**src/rtl/if_fetch_stage_16bit.sv**
```systemverilog
// Instruction-fetch stage for a 16-bit MIPS pipeline: PC register, imem request/ready
// handshake and IF/ID register, with one-entry stall buffer and stale-request draining.
//
// state | meaning
// IDLE  | post-reset, no request issued yet
// FETCH | request at pc outstanding
// HOLD  | instruction returned during stall, parked in hold_buf
// DRAIN | waiting out a request to an abandoned address
module if_fetch_stage_16bit #(
  parameter logic [15:0] RESET_PC = 16'h0000,
  parameter logic [15:0] PC_STEP  = 16'd2
) (
  input  logic        clk,
  input  logic        rst_n,
  input  logic [15:0] pc_next_in,
  input  logic        branch_taken,
  input  logic        stall,
  input  logic        imem_rdy,
  input  logic [15:0] imem_instr,
  output logic        imem_req,
  output logic [15:0] imem_addr,
  output logic [15:0] pc,
  output logic [15:0] pc_plus,
  output logic [15:0] ifid_instr,
  output logic [15:0] ifid_pc_plus,
  output logic        ifid_valid
);

  typedef enum logic [1:0] {IDLE, FETCH, HOLD, DRAIN} state_t;

  state_t      state, state_nx;
  logic [15:0] pc_nx, ifid_instr_nx, ifid_pc_plus_nx;
  logic        ifid_valid_nx;
  logic [15:0] hold_buf, hold_buf_nx;
  logic [15:0] drain_addr, drain_addr_nx;

  assign pc_plus   = pc + PC_STEP;
  assign imem_req  = (state == FETCH) || (state == DRAIN);
  assign imem_addr = (state == DRAIN) ? drain_addr : pc;

  always_ff @(posedge clk or negedge rst_n) begin
    if (!rst_n) begin
      state        <= IDLE;
      pc           <= RESET_PC;
      ifid_instr   <= 16'h0000;
      ifid_pc_plus <= 16'h0000;
      ifid_valid   <= 1'b0;
      hold_buf     <= 16'h0000;
      drain_addr   <= 16'h0000;
    end else begin
      state        <= state_nx;
      pc           <= pc_nx;
      ifid_instr   <= ifid_instr_nx;
      ifid_pc_plus <= ifid_pc_plus_nx;
      ifid_valid   <= ifid_valid_nx;
      hold_buf     <= hold_buf_nx;
      drain_addr   <= drain_addr_nx;
    end
  end

  always_comb begin
    state_nx        = state;
    pc_nx           = pc;
    ifid_instr_nx   = ifid_instr;
    ifid_pc_plus_nx = ifid_pc_plus;
    ifid_valid_nx   = ifid_valid;
    hold_buf_nx     = hold_buf;
    drain_addr_nx   = drain_addr;
    unique case (state)
      IDLE: state_nx = FETCH;
      FETCH: begin
        if (branch_taken) begin
          pc_nx         = pc_next_in;
          ifid_valid_nx = 1'b0;
          // data already in flight for the old pc must be absorbed before refetching
          if (!imem_rdy) begin
            drain_addr_nx = pc;
            state_nx      = DRAIN;
          end
        end else if (imem_rdy && !stall) begin
          ifid_instr_nx   = imem_instr;
          ifid_pc_plus_nx = pc_plus;
          ifid_valid_nx   = 1'b1;
          pc_nx           = pc_next_in;
        end else if (imem_rdy) begin
          hold_buf_nx = imem_instr;
          state_nx    = HOLD;
        end else if (!stall) begin
          ifid_valid_nx = 1'b0;
        end
      end
      HOLD: begin
        if (branch_taken) begin
          pc_nx         = pc_next_in;
          ifid_valid_nx = 1'b0;
          state_nx      = FETCH;
        end else if (!stall) begin
          ifid_instr_nx   = hold_buf;
          ifid_pc_plus_nx = pc_plus;
          ifid_valid_nx   = 1'b1;
          pc_nx           = pc_next_in;
          state_nx        = FETCH;
        end
      end
      DRAIN: begin
        ifid_valid_nx = 1'b0;
        if (branch_taken) pc_nx = pc_next_in;
        if (imem_rdy) state_nx = FETCH;
      end
      default: state_nx = IDLE;
    endcase
  end

endmodule

```
**config.mk**
```make
export PLATFORM = sky130hd
export DESIGN_NAME = if_fetch_stage_16bit
export DESIGN_NICKNAME = d
export VERILOG_FILES = /design/src/rtl/if_fetch_stage_16bit.sv
export SDC_FILE = /design/constraint.sdc
export NUM_CORES = 1
export LEC_CHECK = 0
export BUFFER_PORTS_ARGS = -buffer_cell sky130_fd_sc_hd__buf_2
export CORE_MARGIN = 2
export CORE_UTILIZATION = 51
export DETAILED_ROUTE_END_ITERATION = 7
export PLACE_DENSITY = 0.86
export SLEW_MARGIN = 5
export SYNTH_ARGS = -nofsm -noshare
export SYNTH_HDL_FRONTEND = slang
export SYNTH_SLANG_ARGS = --single-unit
```
**constraint.sdc**
```tcl
create_clock -name clk -period 2.35 [get_ports clk]
set_input_delay 0.235 -clock clk [delete_from_list [all_inputs] [get_ports clk]]
set_output_delay 0.235 -clock clk [all_outputs]
set_load 0.02 [all_outputs]
```
==> impl_metrics.yaml, run 1 <==
placement:
  dp_hpwl_mm: 5.91
  postPlaceCellArea_sq_mm: 0.00452
  place.gp.congestion: 0.789
  portBuffers: 118
synthesis:
  ys_seq_area_frac: 0.542
  synth_nets: 324
  synth_seq_cells: 83
  netlist_instances: 286
  synth_area_leaders: "dfrtp_1 (54%), mux2_2 (23%), mux2i_1 (4.2%), xor2_1 (2.1%), a21oi_1 (2.0%)"
  syn-cell-area_sq_mm: 0.00383
  synth_area_per_cell_sq_um: 13.4
  yosys.area.top_type_share: 0.542
  synth.largest_area_cell: "dfrtp_1"
  yosysUniqueCellTypes: 30
  yosysWarnings: 0
pwr:
  power.density_mw_per_mm2: 1040
  p_sw_uw: 1710
  vdd_drop_max_mv: 0.543
  switching_share: 0.343
  seqPwrFrac: 0.421
  pwr-share-comb: 0.329
  leakage_uw: 0.00232
  p_clk_frac: 0.251
  intPower_uw: 3280
cts:
  tritoncts: "done"
  cts_inserted_buffers: 9
  numClockSinks: 83
  cts-htree-levels: 3
  cts.reportedPaths.clkPinSlew_ns: 0.09
  ctsLongestPathBuffers: 2
  clkLatencyLatePin_ns: 0.34
  cts_root_buf: "clkbuf_8"
route:
  wl_per_cell_um: 16.2
  num_vias: 2638
  drt_iter0_markers: 146
  wirelength_mm: 8.25
  routed_via_density: 5.17
  ant_nets: 0
  drc_errors: 0
  drt_first_pass_iters: 4
sta:
  maxSlewViolCount: 0
  setup_viol: 0
  worst_pin_slew_ns: 0.458
  skew_ns: 0.0144
  min_period_ns: 2.22
  fmax_mhz: 451
  whs_ns: 0.116
  slew_headroom: 0.695
  finalCritPeriodShare: 0.943
  hold_violations: 0
cells_and_area:
  final_cell_mix: "buf_2 (117), dfrtp_1 (81), mux2_2 (80)"
  final_common_cell: "buf_2"
  area_delta_synth_final_pct: 25.2
  multiInputGateArea_sq_mm: 0.00164
  fillers: 558
  ff_latch_area_sq_mm: 0.00208
  nets: 444
  final_area_sq_mm: 0.00480
  insertedDiodeCount: 0
  drive_above_1_share: 0.577
critical_path:
  critPathLaunch: "pc[9]$_DFFE_PN0P_"
  crit_type: "reg -> out"
  cp_num_buf_inv: 1
  critPathMaxFanout: 8
  path_delay_family: "simple AND/OR/NAND/NOR gates"
  worstPathRequired_ns: 2.12
  arrival_ns: 1.98
  slowest_stage: "dfrtp_1"
  cp-start-kind: "flip-flop"
  rr_startpoint: "state[1]$_DFFE_PN0P_"
  crit_path_max_incr_delay_ns: 0.48
  cp-end-kind: "output port"
  path_cells: "nand4_1 > nor4_1 > xor2_1 > buf_2"
floorplanning:
  rows: 31
  start_util: 0.529
  num_io_pins: 119
  die_height_um: 90.7
  coreArea_sq_mm: 0.00725
  fp.dieW_um: 90.7
  die-area_sq_mm: 0.00823
hold_path:
  min_from: "pc_next_in[7]"
  hp-class: "in -> reg"
global_route:
  grt_usage: 0.204
  grt_start_max_net_pins: 50
  grtUsageMet1: 0.275
  grt_use_met3: 0.0509
  antenna_found_initial: 0
  overflow: 0
  grt_pass1_vias: 2619
  use_met2: 0.313
  grt_pass1_wl_mm: 13.3
  busiest_layer: "met2"
flow_run:
  maxCapViolCount: 0
run_status:
  status: "finished clean"
==> synth_stat cells <==
| library cell | number |
|---|---|
| nand4_1 | 2 |
| nor4_1 | 3 |
| nor4bb_1 | 1 |
| nor2_1 | 20 |
| nor3_1 | 4 |
| o21ai_0 | 2 |
| xor2_1 | 9 |
| xnor2_1 | 4 |
| buf_6 | 5 |
| a211oi_4 | 1 |
| nand3b_4 | 1 |
| a21oi_2 | 4 |
| buf_4 | 5 |
| nand3_1 | 3 |
| o211ai_1 | 1 |
| o22ai_2 | 1 |
| inv_1 | 6 |
| nand2b_4 | 1 |
| mux2i_1 | 16 |
| a21oi_1 | 15 |
| nand3_2 | 2 |
| mux2_2 | 80 |
| ha_1 | 1 |
| clkbuf_1 | 1 |
| nand2_1 | 6 |
| a211o_1 | 1 |
| dfrtp_1 | 83 |
| o21a_1 | 1 |
| buf_2 | 6 |
| nor3_4 | 1 |
==> worst paths after layout <==
path	endpoint	depth (start not counted)	slack, ns
setup / recovery	pc_plus[14]	4	0.13
hold / removal	pc[7]$_DFFE_PN0P_	2	0.12
setup reg to reg	ifid_pc_plus[13]$_DFFE_PN0P_	4	0.52
hold reg to reg	drain_addr[3]$_DFFE_PN0P_	1	0.51
max in group asynchronous	pc[1]$_DFFE_PN0P_	3	1.33
min in group asynchronous	ifid_pc_plus[7]$_DFFE_PN0P_	2	0.39
==> per-layer routing <==
layer | wire, um | vias to the layer above | part of all wire
met5 | 0 | - | 0
met2 | 4010 | 74 | 0.49
met3 | 387 | 18 | 0.047
met1 | 3640 | 1306 | 0.44
li1 | - | 1240 | -
met4 | 206 | 0 | 0.025
==> power by group through the flow <==
stage                     sequential, uW  combinational (uW)  clock [uW]
final                               2100                1640        1250
after global routing                2160                1750        1350
after CTS                           2100                1650        1280
after detailed placement            2130                1640           0
after global placement              2100                1600           0
after floorplan                     2370                 816           0
==> registers in the layout, summed over array words and instances (netlist names) <==
| register | count |
|---|---|
| hold_buf | 16 |
| ifid_pc_plus | 16 |
| ifid_valid | 1 |
| state | 2 |
| ifid_instr | 16 |
| drain_addr | 16 |
| pc | 16 |
==> area by class of cell <==
type                       count  share of cell area
tap                           99              0.0258
clock buffer                  10              0.0287
clock inverter                 6              0.0232
timing repair buffer         126               0.142
multi-input combinational    180               0.343
sequential                    83               0.433
inverter                       6             0.00469
==> through the flow <==
step / util / setup slack, ns / TNS, ns / std cells / power, uW
after global placement: 0.623 / 0.507 / 0 / 493 / 3700
after global routing: 0.662 / -0.000825 / -0.000825 / 510 / 5260
final: 0.662 / 0.133 / 0 / 510 / 4990
after detailed placement: 0.623 / 0.309 / 0 / 493 / 3770
after CTS: 0.659 / 0.0362 / 0 / 510 / 5030
after floorplan: - / 0.395 / 0 / 286 / 3180
==> what timing repair did <==
item / in CTS / in global routing
buffers inserted: 0 / 0
setup endpoints to repair: 1 / 2
resized for setup: 1 / 4
hold buffers: 1 / 0
gates cloned: 0 / 0
endpoints found under the hold margin: 34 / 0
pin swaps: 0 / 1
==> cells by family after synthesis <==
| kind of cell | synth area share |
|---|---|
| muxes | 0.277 |
| DFF | 0.542 |
| and+or+nand+nor | 0.0636 |
| AOI/OAI and AO/OA | 0.0460 |
| buffers and inverters | 0.0392 |
| xor gates and xnor gates | 0.0297 |
| adders and majority gates | 0.00326 |
(Power assumes the default switching activity.)
==> inputs of run 2 (changes only) <==
--- a/config.mk
+++ b/config.mk
@@ -8,6 +8,7 @@
 export BUFFER_PORTS_ARGS = -buffer_cell sky130_fd_sc_hd__buf_2
 export CORE_MARGIN = 2
 export CORE_UTILIZATION = 51
+export CTS_BUF_LIST = sky130_fd_sc_hd__clkbuf_16
 export DETAILED_ROUTE_END_ITERATION = 7
 export PLACE_DENSITY = 0.86
 export SLEW_MARGIN = 5
==> impl_metrics.yaml, run 2 (same netlist as run 1, synthesis figures left out) <==
run_status:
  status: "finished clean"
sta:
  maxSlewViolCount: 0
  min_period_ns: 2.24
  slew_headroom: 0.692
  skew_ns: 0.00887
  hold_violations: 0
  finalCritPeriodShare: 0.954
  fmax_mhz: 446
  whs_ns: 0.134
  setup_viol: 0
  worst_pin_slew_ns: 0.462
critical_path:
  crit_type: "reg -> out"
  r2r_end: "ifid_pc_plus[8]$_DFFE_PN0P_"
  cp-end-kind: "output port"
  endpoint: "pc_plus[13]"
  critPathMaxFanout: 7
  ff2ff_setup_slack_ns: 0.52
  critPathLaunch: "pc[2]$_DFFE_PN0P_"
  crit_path_max_incr_delay_ns: 0.44
  worstPathRequired_ns: 2.12
  slowest_stage: "dfrtp_1"
  reg2reg_depth: 4
  arrival_ns: 2.01
  path_cells: "ha_1 > nand3_2 > nor4_2 > xor2_1 > buf_2"
  cp-start-kind: "flip-flop"
  rr_startpoint: "state[1]$_DFFE_PN0P_"
cells_and_area:
  final_common_cell: "buf_2"
  drive_above_1_share: 0.572
  nets: 444
  fillers: 541
  final_cell_mix: "buf_2 (117), dfrtp_1 (82), mux2_2 (80)"
  area_delta_synth_final_pct: 27.5
  fin_util: 0.674
  insertedDiodeCount: 0
floorplanning:
  num_io_pins: 119
  fp.dieW_um: 90.7
  coreArea_sq_mm: 0.00725
  start_util: 0.529
  rows: 31
  die-area_sq_mm: 0.00823
  die_height_um: 90.7
placement:
  dp_hpwl_mm: 5.91
  place.gp.congestion: 0.789
  portBuffers: 118
global_route:
  antenna_found_initial: 0
  overflow: 0
  grt_usage: 0.207
  grt_pass1_wl_mm: 13.5
  grt_start_max_net_pins: 50
  grt_pass1_vias: 2635
cts:
  cts_root_buf: "clkbuf_16"
  cts_inserted_buffers: 9
  clkLatencyLatePin_ns: 0.33
  cts-htree-levels: 3
  ctsLongestPathBuffers: 2
  numClockSinks: 83
  cts_setup_buffers: 0
  tritoncts: "done"
  cts.reportedPaths.clkPinSlew_ns: 0.07
hold_path:
  hp-class: "in -> reg"
  holdPathStages: 2
pwr:
  leakage_uw: 0.00237
  vdd_drop_max_mv: 0.499
  power.density_mw_per_mm2: 1090
route:
  drt_iter0_markers: 123
  drt_first_pass_iters: 4
  wl_per_cell_um: 16.5
  wirelength_mm: 8.39
  num_vias: 2677
  drc_errors: 0
  ant_nets: 0
  routed_via_density: 5.25
flow_run:
  maxCapViolCount: 0
[run 2: critical path, delay by kind of cell, from the launching register on]
family,cells,cell delay (ns)
simple gates,2,0.60
flops,1,0.44
fa+ha+maj,1,0.24
buf+inv,1,0.20
xor+xnor,1,0.19
[run 2: cell type report]
type	count	area, sq um	area share
sequential	83	2080	0.425
tap	99	124	0.0253
clock buffer	9	225	0.0461
timing repair buffer	126	681	0.139
clock inverter	7	115	0.0235
inverter	6	22.5	0.00461
multi-input combinational	180	1640	0.336
[run 2: metal layers]
| layer | part of all wire | up-vias | GRT usage |
|---|---|---|---|
| met5 | 0 | - | 0 |
| met4 | 0.017 | 0 | 0.0731 |
| met3 | 0.051 | 12 | 0.0492 |
| met2 | 0.50 | 80 | 0.330 |
| met1 | 0.43 | 1336 | 0.278 |
| li1 | - | 1249 | - |
[run 2: through the flow]
stage / setup slack, ns / cell area, sq um / power [uW] / TNS [ns] / instances
after floorplan: 0.395 / 3830 / 3180 / 0 / 286
after global placement: 0.507 / 4520 / 3700 / 0 / 493
after detailed placement: 0.309 / 4520 / 3770 / 0 / 493
after CTS: 0.0538 / 4870 / 5380 / 0 / 510
after global routing: -0.0374 / 4890 / 5610 / -0.0374 / 510
final: 0.107 / 4890 / 5350 / 0 / 510
[run 2: worst min-delay path by stage]
stage | from | end | slack [ns]
after floorplan | rst_n | drain_addr[0]$_DFFE_PN0P_ | -0.06
after global placement | rst_n | ifid_pc_plus[7]$_DFFE_PN0P_ | 0.21
after detailed placement | rst_n | pc[6]$_DFFE_PN0P_ | 0.22
after CTS | pc_next_in[7] | pc[7]$_DFFE_PN0P_ | 0.13
after global routing | pc_next_in[7] | pc[7]$_DFFE_PN0P_ | 0.13
final | pc_next_in[7] | pc[7]$_DFFE_PN0P_ | 0.13
[run 2: what timing repair did]
action	CTS	global route
gates cloned	0	0
pin swaps	0	1
hold buffers	1	0
endpoints found under the setup margin	1	2
endpoints found under the hold margin	34	0
resized for setup	1	3
[run 2: where the power goes]
| part | total [uW] | internal [uW] | switching [uW] |
|---|---|---|---|
| Sequential | 2110 | 1840 | 269 |
| Clock | 1600 | 1040 | 560 |
| Combinational | 1650 | 705 | 942 |
==> inputs of run 3 (changes only) <==
--- a/config.mk
+++ b/config.mk
@@ -10,6 +10,7 @@
 export CORE_UTILIZATION = 51
 export CTS_BUF_LIST = sky130_fd_sc_hd__clkbuf_16
 export DETAILED_ROUTE_END_ITERATION = 7
+export GPL_TIMING_DRIVEN = 0
 export PLACE_DENSITY = 0.86
 export SLEW_MARGIN = 5
 export SYNTH_ARGS = -nofsm -noshare
==> constraint.sdc (replaced) <==
create_clock -name clk -period 2.35 [get_ports clk]
set_input_delay 0.3525 -clock clk [delete_from_list [all_inputs] [get_ports clk]]
set_output_delay 0.3525 -clock clk [all_outputs]
set_load 0.02 [all_outputs]
==> impl_metrics.yaml, run 3 (same netlist as run 1, synthesis figures left out) <==
run_status:
  status: "finished clean"
hold_path:
  holdPathStages: 2
  hp-class: "in -> reg"
cts:
  numClockSinks: 83
  cts-htree-levels: 3
  cts_root_buf: "clkbuf_16"
  cts_inserted_buffers: 9
  cts.reportedPaths.clkPinSlew_ns: 0.07
  clkLatencyLatePin_ns: 0.34
  ctsLongestPathBuffers: 2
  tritoncts: "done"
pwr:
  leakage_uw: 0.00238
  power.density_mw_per_mm2: 1030
  vdd_drop_max_mv: 0.542
critical_path:
  path_delay_family: "simple AND/OR/NAND/NOR gates"
  cp-end-kind: "output port"
  cp_num_buf_inv: 1
  slowest_stage: "dfrtp_2"
  reg2reg_depth: 5
  crit_path_max_incr_delay_ns: 0.44
  cp_num_cells: 5
  arrival_ns: 1.94
  crit_type: "reg -> out"
  critPathMaxFanout: 8
  worstPathRequired_ns: 2.00
  cp-start-kind: "flip-flop"
  path_cells: "ha_2 > nand3_4 > nor4_4 > xor2_1 > buf_4"
global_route:
  grt_start_max_net_pins: 66
  overflow: 0
  grt_pass1_wl_mm: 13.8
  grt_use_met3: 0.0434
  grt_pass1_vias: 2727
  busiest_layer: "met2"
  antenna_found_initial: 0
  grtUsageMet1: 0.281
  use_met2: 0.341
  grt_usage: 0.213
placement:
  place_ws_ns: 0.163
  dp_hpwl_mm: 5.99
  portBuffers: 117
  dp_cells: 503
  place.gp.congestion: 0.835
sta:
  finalCritPeriodShare: 0.978
  worst_pin_slew_ns: 0.496
  maxSlewViolCount: 0
  slew_headroom: 0.669
  fmax_mhz: 435
  setup_viol: 0
  hold_violations: 0
  min_period_ns: 2.30
  fin_ws_ns: 0.0528
  skew_ns: 0.0102
route:
  drc_errors: 0
  num_vias: 2739
  wl_per_cell_um: 16.8
  drt_iter0_markers: 93
  ant_nets: 0
  drt_first_pass_iters: 4
  routed_via_density: 5.25
  wirelength_mm: 8.75
floorplanning:
  start_util: 0.529
  die_height_um: 90.7
  rows: 31
  coreArea_sq_mm: 0.00725
  num_io_pins: 119
  fp.dieW_um: 90.7
  die-area_sq_mm: 0.00823
cells_and_area:
  area_delta_synth_final_pct: 28.8
  ff_latch_area_sq_mm: 0.00208
  fillers: 541
  drive_above_1_share: 0.589
  final_common_cell: "buf_2"
  multiInputGateArea_sq_mm: 0.00166
  finalNonFillerCells: 522
  insertedDiodeCount: 0
  final_cell_mix: "buf_2 (120), dfrtp_1 (81), mux2_2 (80)"
  nets: 456
flow_run:
  maxCapViolCount: 0
[run 3: area by class of cell]
class | count | area share
Buffer | 17 | 0.0263
Timing Repair Buffer | 121 | 0.130
Tap cell | 99 | 0.0251
Sequential cell | 83 | 0.421
Multi-Input combinational cell | 180 | 0.337
Clock inverter | 7 | 0.0106
Clock buffer | 9 | 0.0456
Inverter | 6 | 0.00456
[run 3: worst reg2reg max path, cell delays in order (launching register included)]
cell     delay (ns)
dfrtp_1        0.32
buf_2          0.22
a21oi_1        0.12
o22ai_2        0.41
buf_4          0.31
mux2_2         0.36
[run 3: final timing paths]
path / from / to / slack, ns
worst max-delay path: pc[1]$_DFFE_PN0P_ / pc_plus[13] / 0.05
worst min-delay path: pc_next_in[5] / pc[5]$_DFFE_PN0P_ / 0.24
worst max register to register: state[1]$_DFFE_PN0P_ / pc[4]$_DFFE_PN0P_ / 0.49
worst min register to register: drain_addr[7]$_DFFE_PN0P_ / drain_addr[7]$_DFFE_PN0P_ / 0.50
max in group asynchronous: rst_n / ifid_instr[12]$_DFFE_PN0P_ / 1.32
min in group asynchronous: rst_n / ifid_pc_plus[1]$_DFFE_PN0P_ / 0.43
[run 3: metal layers]
metal | vias to the layer above | wire [um]
li1 | 1270 | -
met1 | 1365 | 3800
met2 | 85 | 4310
met3 | 19 | 432
met4 | 0 | 207
met5 | - | 0
[run 3: what timing repair did]
item,CTS,global route
pin swaps,0,3
setup buffers,0,2
hold buffers,1,0
endpoints found under the hold margin,18,0
gates resized for setup,6,7
endpoints found under the setup margin,12,14
[run 3: per-stage QoR]
step,hold slack [ns],power (uW),area [sq um],TNS (ns),utilization
5_1_grt,0.248,5360,4940,-0.0231,0.681
3_5_place_dp,0.256,3780,4570,0,0.631
4_1_cts,0.240,5110,4890,0,0.674
3_3_place_gp,0.484,3710,4540,0,0.627
2_1_floorplan,0.0569,3180,3830,0,-
6_report,0.242,5100,4940,0,0.681
[run 3: where the power goes]
part	switching [uW]	internal, uW	total, uW
logic	951	722	1670
registers	275	1840	2110
clock network	593	721	1310
total	1820	3280	5100
